**config.mk**
```make
export PLATFORM = sky130hd
export DESIGN_NAME = multicycle_ctrl
export DESIGN_NICKNAME = d
export VERILOG_FILES = /design/src/rtl/multicycle_ctrl.sv
export SDC_FILE = /design/constraint.sdc
export NUM_CORES = 1
export LEC_CHECK = 0
export ABC_AREA = 0
export BUFFER_PORTS_ARGS = -buffer_cell sky130_fd_sc_hd__buf_2
export CORE_ASPECT_RATIO = 0.9
export CORE_MARGIN = 2
export CORE_UTILIZATION = 44
export CTS_CLUSTER_DIAMETER = 100
export DETAILED_ROUTE_END_ITERATION = 6
export GPL_TIMING_DRIVEN = 0
export PLACE_DENSITY = 0.74
export SLEW_MARGIN = 20
export SYNTH_ARGS = -nofsm -noshare
export SYNTH_HDL_FRONTEND = slang
export SYNTH_SLANG_ARGS = --single-unit
```
**constraint.sdc**
```tcl
create_clock -name clk -period 1.2 [get_ports clk]
set_input_delay 0.06 -clock clk [delete_from_list [all_inputs] [get_ports clk]]
set_output_delay 0.06 -clock clk [all_outputs]
set_load 0.01 [all_outputs]
```
**src/rtl/multicycle_ctrl.sv**
```systemverilog
// rtl/multicycle_ctrl.sv - multi-cycle RV32I main controller (fetch/decode/exec/mem/wb)
// Optional: ILLEGAL_TRAP_EN traps unknown opcodes in TRAP instead of retiring them as NOPs.
module multicycle_ctrl #(
  parameter int TIMEOUT = 16
) (
  input  logic       clk,
  input  logic       reset,
  input  logic [6:0] Opcode,
  input  logic       mem_ready,
  output logic       PCWrite,
  output logic       IRWrite,
  output logic       ALUSrc,
  output logic       MemtoReg,
  output logic       RegWrite,
  output logic       MemRead,
  output logic       MemWrite,
  output logic [1:0] ALUOp,
  output logic       Branch,
  output logic       ifetch_req,
  output logic       instr_done,
  output logic       mem_err,
  output logic       illegal
);

  localparam int CW = $clog2(TIMEOUT + 1);
  localparam logic [CW-1:0] LAST = CW'(TIMEOUT - 1);

  localparam logic [6:0] OP_R  = 7'b0110011;
  localparam logic [6:0] OP_I  = 7'b0010011;
  localparam logic [6:0] OP_LW = 7'b0000011;
  localparam logic [6:0] OP_SW = 7'b0100011;
  localparam logic [6:0] OP_BR = 7'b1100011;

  typedef enum logic [3:0] {
    IDLE,
    FETCH,
    DECODE,
    EXEC,
    WB_ALU,
    MEM_ADDR,
    MEM_RD,
    WB_MEM,
    MEM_WR,
    BRANCH
`ifdef ILLEGAL_TRAP_EN
    , TRAP
`endif
  } state_t;

  state_t          state_q, state_d;
  logic [CW-1:0]   cnt_q, cnt_d;
  logic            timed_out;

  assign timed_out = (cnt_q == LAST) && !mem_ready;

  always_ff @(posedge clk or posedge reset) begin
    if (reset) begin
      state_q <= IDLE;
      cnt_q   <= '0;
    end else begin
      state_q <= state_d;
      cnt_q   <= cnt_d;
    end
  end

  // Counter is zero outside the wait states, so entering one always starts from 0.
  always_comb begin
    state_d    = state_q;
    cnt_d      = '0;
    PCWrite    = 1'b0;
    IRWrite    = 1'b0;
    ALUSrc     = 1'b0;
    MemtoReg   = 1'b0;
    RegWrite   = 1'b0;
    MemRead    = 1'b0;
    MemWrite   = 1'b0;
    ALUOp      = 2'b00;
    Branch     = 1'b0;
    ifetch_req = 1'b0;
    instr_done = 1'b0;
    mem_err    = 1'b0;
    illegal    = 1'b0;
    case (state_q)
      IDLE: state_d = FETCH;
      FETCH: begin
        ifetch_req = 1'b1;
        if (mem_ready) begin
          IRWrite = 1'b1;
          PCWrite = 1'b1;
          state_d = DECODE;
        end else if (timed_out) begin
          mem_err = 1'b1;
          state_d = FETCH;
        end else begin
          cnt_d = cnt_q + CW'(1);
        end
      end
      DECODE: begin
        case (Opcode)
          OP_R, OP_I:   state_d = EXEC;
          OP_LW, OP_SW: state_d = MEM_ADDR;
          OP_BR:        state_d = BRANCH;
          default: begin
`ifdef ILLEGAL_TRAP_EN
            state_d = TRAP;
`else
            instr_done = 1'b1;
            state_d    = FETCH;
`endif
          end
        endcase
      end
      EXEC: begin
        ALUOp   = 2'b10;
        ALUSrc  = (Opcode == OP_I);
        state_d = WB_ALU;
      end
      WB_ALU: begin
        ALUOp      = 2'b10;
        ALUSrc     = (Opcode == OP_I);
        RegWrite   = 1'b1;
        instr_done = 1'b1;
        state_d    = FETCH;
      end
      MEM_ADDR: begin
        ALUSrc  = 1'b1;
        state_d = (Opcode == OP_SW) ? MEM_WR : MEM_RD;
      end
      MEM_RD: begin
        ALUSrc  = 1'b1;
        MemRead = 1'b1;
        if (mem_ready) begin
          state_d = WB_MEM;
        end else if (timed_out) begin
          mem_err = 1'b1;
          state_d = FETCH;
        end else begin
          cnt_d = cnt_q + CW'(1);
        end
      end
      WB_MEM: begin
        MemtoReg   = 1'b1;
        RegWrite   = 1'b1;
        instr_done = 1'b1;
        state_d    = FETCH;
      end
      MEM_WR: begin
        ALUSrc   = 1'b1;
        MemWrite = 1'b1;
        if (mem_ready) begin
          instr_done = 1'b1;
          state_d    = FETCH;
        end else if (timed_out) begin
          mem_err = 1'b1;
          state_d = FETCH;
        end else begin
          cnt_d = cnt_q + CW'(1);
        end
      end
      BRANCH: begin
        ALUOp      = 2'b01;
        Branch     = 1'b1;
        instr_done = 1'b1;
        state_d    = FETCH;
      end
`ifdef ILLEGAL_TRAP_EN
      TRAP: illegal = 1'b1;
`endif
      default: state_d = IDLE;
    endcase
  end

endmodule
```
==> results.md <==
* Post-DR vias/cell at 5.49
* Slew Viols, Final at 0
* Crit. End Element: output port
* GP Congestion at 0.814
* Synth warn at 0
* Count of final setup violators at 22
* Layout area overhead at 79.7%
* Largest delay share family, worst path: simple AND/OR/NAND/NOR gates
* WHS Path Cells at 2
* Skew final at 0.00396 ns
* FF+latch count, synth at 9
* Logic pwr share at 71.8%
* Core area at 1630 sq um
* Total GRT Usage at 25.1%
* Congestion Overflow GR at 0
* Synthesized area per cell at 8.42 sq um
* Clock transition at path regs at 0.06 ns
* Seq pwr share at 18.8%
* Highest Clock Rate at 570 MHz
* FF-to-FF setup slack at -0.29 ns
* DRC Markers at 0
* Maxcap violations at 0
* Initial antenna violation count at 0
* Nets at 152
* Synth area leaders: dfrtp_1, nor2_1, buf_4
* Minimum clock period at 1.75 ns
* Top Ports at 24
* Switching share of power at 41.0%
* Clock root buffer: clkbuf_4
* Clock Latency Late Sink at 0.26 ns
* Commonest cells in the netlist: nor2_1, dfrtp_1
* Number of synthesized flops with an enable pin at 0
* Worst Path Required at 1.14 ns
* Crit path buffers/inverters at 2
* Htree depth at 1
* Final antenna-violating net count at 0
* Most used DFF post-synth: dfrtp_1
* Reg2reg path depth at 6
* Clk pwr share at 9.4%
* Crit-path most repeated cell: buf_6
* Gate Count Post-Synth at 88
* P_int at 0.00142 W
* First-pass GRT wire length at 3.59 mm
* Min-delay worst type: input port to flip-flop
* Most common cell in the synthesized netlist: nor2_1
* Startpoint Class: flip-flop
* Setup CP Type: flip-flop to output port
* R2r startpoint: state_q[3]$_DFF_PP0_
* Psw at 0.000989 W
* HPWL Detailed at 1.39 mm
* P_leak at 0.610 nW
* CTS tree: yes
* Placement Cell Area at 908 sq um
* Cell Chain, Critical Path: buf_6 -> and4bb_2 -> or4_4 -> buf_6
* Final worst slack at -0.554 ns
* CTS Sinks at 9
* Unrepaired setup endpoints after global routing: yes
* I/O Buffers at 22
* Pre-CTS setup slack at -0.338 ns
* Post-route design area at 1330 sq um
* Starting Density at 45.5%
* Drt total wl at 2.69 mm
* # diodes at 0
* Synth Cell Area at 741 sq um
* Share of cells above drive strength 1 at 63.6%
* Largest net degree at the start of global routing at 11
* Routed length per instance at 16.4 microns
* DRT Pass-1 Iters at 4
* P per Cell Area at 1810 nW/um^2
* Yosys top cell area share at 30.4%
* Critical R2R Capture: state_q[3]$_DFF_PP0_
* Failing checks: negative setup slack
* Fillers at 94
* Vias at 900
* Critical Path Max Stage Delay at 0.48 ns
* Netlist cell types at 40
* CP max-delay cell: or4_4
* Total die area at 2030 sq um
* Post-synthesis sequential area ratio at 30.4%
* Hold Path Sink: cnt_q[4]$_DFF_PP0_
* Number of global-route vias before repair at 755
* Die width at 47.3 microns
* Peak supply drop at 1.59 mV
* Critical Path AT at 1.69 ns
* Fin crit share at 146%
* DR iter-0 viols at 45
* Layout Utilization at 81.7%
* Worst hold slack at 0.0825 ns
* FP Rows at 14
* Status: finished, violations left
* HP Start: mem_ready
* Crit path max fanout at 4
* CTS buffer count at 3
* Yosys top cell by area: dfrtp_1
* Syn_nets at 99
* Longest Clk Path Bufs at 2
* Die Y at 42.9 microns
* Asr flop ratio synth at 100%
* Final Hold Fails at 0
-- cell type report --
cell class | instances | area [sq um] | share of cell area, %
Multi-Input combinational cell | 67 | 603 | 45.3
Timing Repair Buffer | 49 | 367 | 27.5
Sequential cell | 9 | 226 | 17.0
Buffer | 6 | 60.1 | 4.51
Tap cell | 24 | 30.0 | 2.26
Clock buffer | 4 | 26.3 | 1.97
Inverter | 5 | 18.8 | 1.41
-- power groups by stage --
stage	combinational, W	clock (W)	sequential, W
final	0.00173	0.000228	0.000453
after global placement	0.000900	0	0.000440
after CTS	0.00125	0.000232	0.000440
after global routing	0.00183	0.000248	0.000463
after floorplan	0.000695	0	0.000425
after detailed placement	0.000928	0	0.000448
-- placed cells by master (no fill, tap or decap), drive strengths merged, types with 3 or more instances in the layout --
master / netlist / routed
a21oi: 3 / 3
clkbuf: 0 / 4
inv: 5 / 5
a31oi: 3 / 3
buf: 7 / 54
nand2: 4 / 4
nand2b: 5 / 5
nor3: 5 / 5
nor2: 12 / 12
nand3: 4 / 4
dfrtp: 9 / 9
-- per-layer routing --
layer	global-route usage [%]	vias to the layer above	part of all wire [%]
li1	-	418	-
met5	0	-	0
met2	40.5	41	51
met4	5.56	0	2.0
met3	5.53	8	5.7
met1	33.4	433	41
-- worst reg2reg max path, delay by kind of cell (launching register included) --
kind,cells,cell delay [ns]
compound gates,2,0.27
simple gates,1,0.21
flops,1,0.43
xor+xnor,1,0.18
buf+inv,2,0.28
-- worst max-delay path by stage --
| stage | start | to | slack (ns) | cells after the start |
|---|---|---|---|---|
| global placement | state_q[2]$_DFF_PP0_ | ALUSrc | -0.32 | 4 |
| detailed placement | state_q[2]$_DFF_PP0_ | ALUSrc | -0.34 | 4 |
| finish | state_q[2]$_DFF_PP0_ | ALUSrc | -0.55 | 4 |
| floorplan | state_q[0]$_DFF_PP0_ | ALUSrc | -0.16 | 4 |
| global route | state_q[2]$_DFF_PP0_ | ALUSrc | -0.60 | 4 |
| CTS | state_q[0]$_DFF_PP0_ | ALUSrc | -0.52 | 5 |
-- state kept, by name, summed over array words and instances, names as in the netlist --
| register | cells |
|---|---|
| cnt_q | 5 |
| state_q | 4 |
-- per-stage QoR --
stage	total power, W	instances	TNS [ns]
finish	0.00241	164	-5.90
global route	0.00254	164	-7.04
CTS	0.00193	150	-5.07
detailed placement	0.00138	134	-1.70
global placement	0.00134	134	-1.36
floorplan	0.00112	88	-0.333
-- cells by family after synthesis --
logic type / Yosys count / synth area share [%]
compound gates: 18 / 18.8
other cells: 1 / 0.506
buf+inv: 12 / 9.80
fa+ha+maj: 1 / 1.69
xor+xnor: 3 / 3.55
simple gates: 44 / 35.3
flops: 9 / 30.4
-- timing repair --
item / CTS / global route
setup buffers: 11 / 16
hold endpoints to repair: 9 / 0
gates resized for setup: 21 / 26
setup endpoints to repair: 22 / 22
hold buffers: 1 / 0
pin swaps: 5 / 9
(Power assumes the default switching activity.)
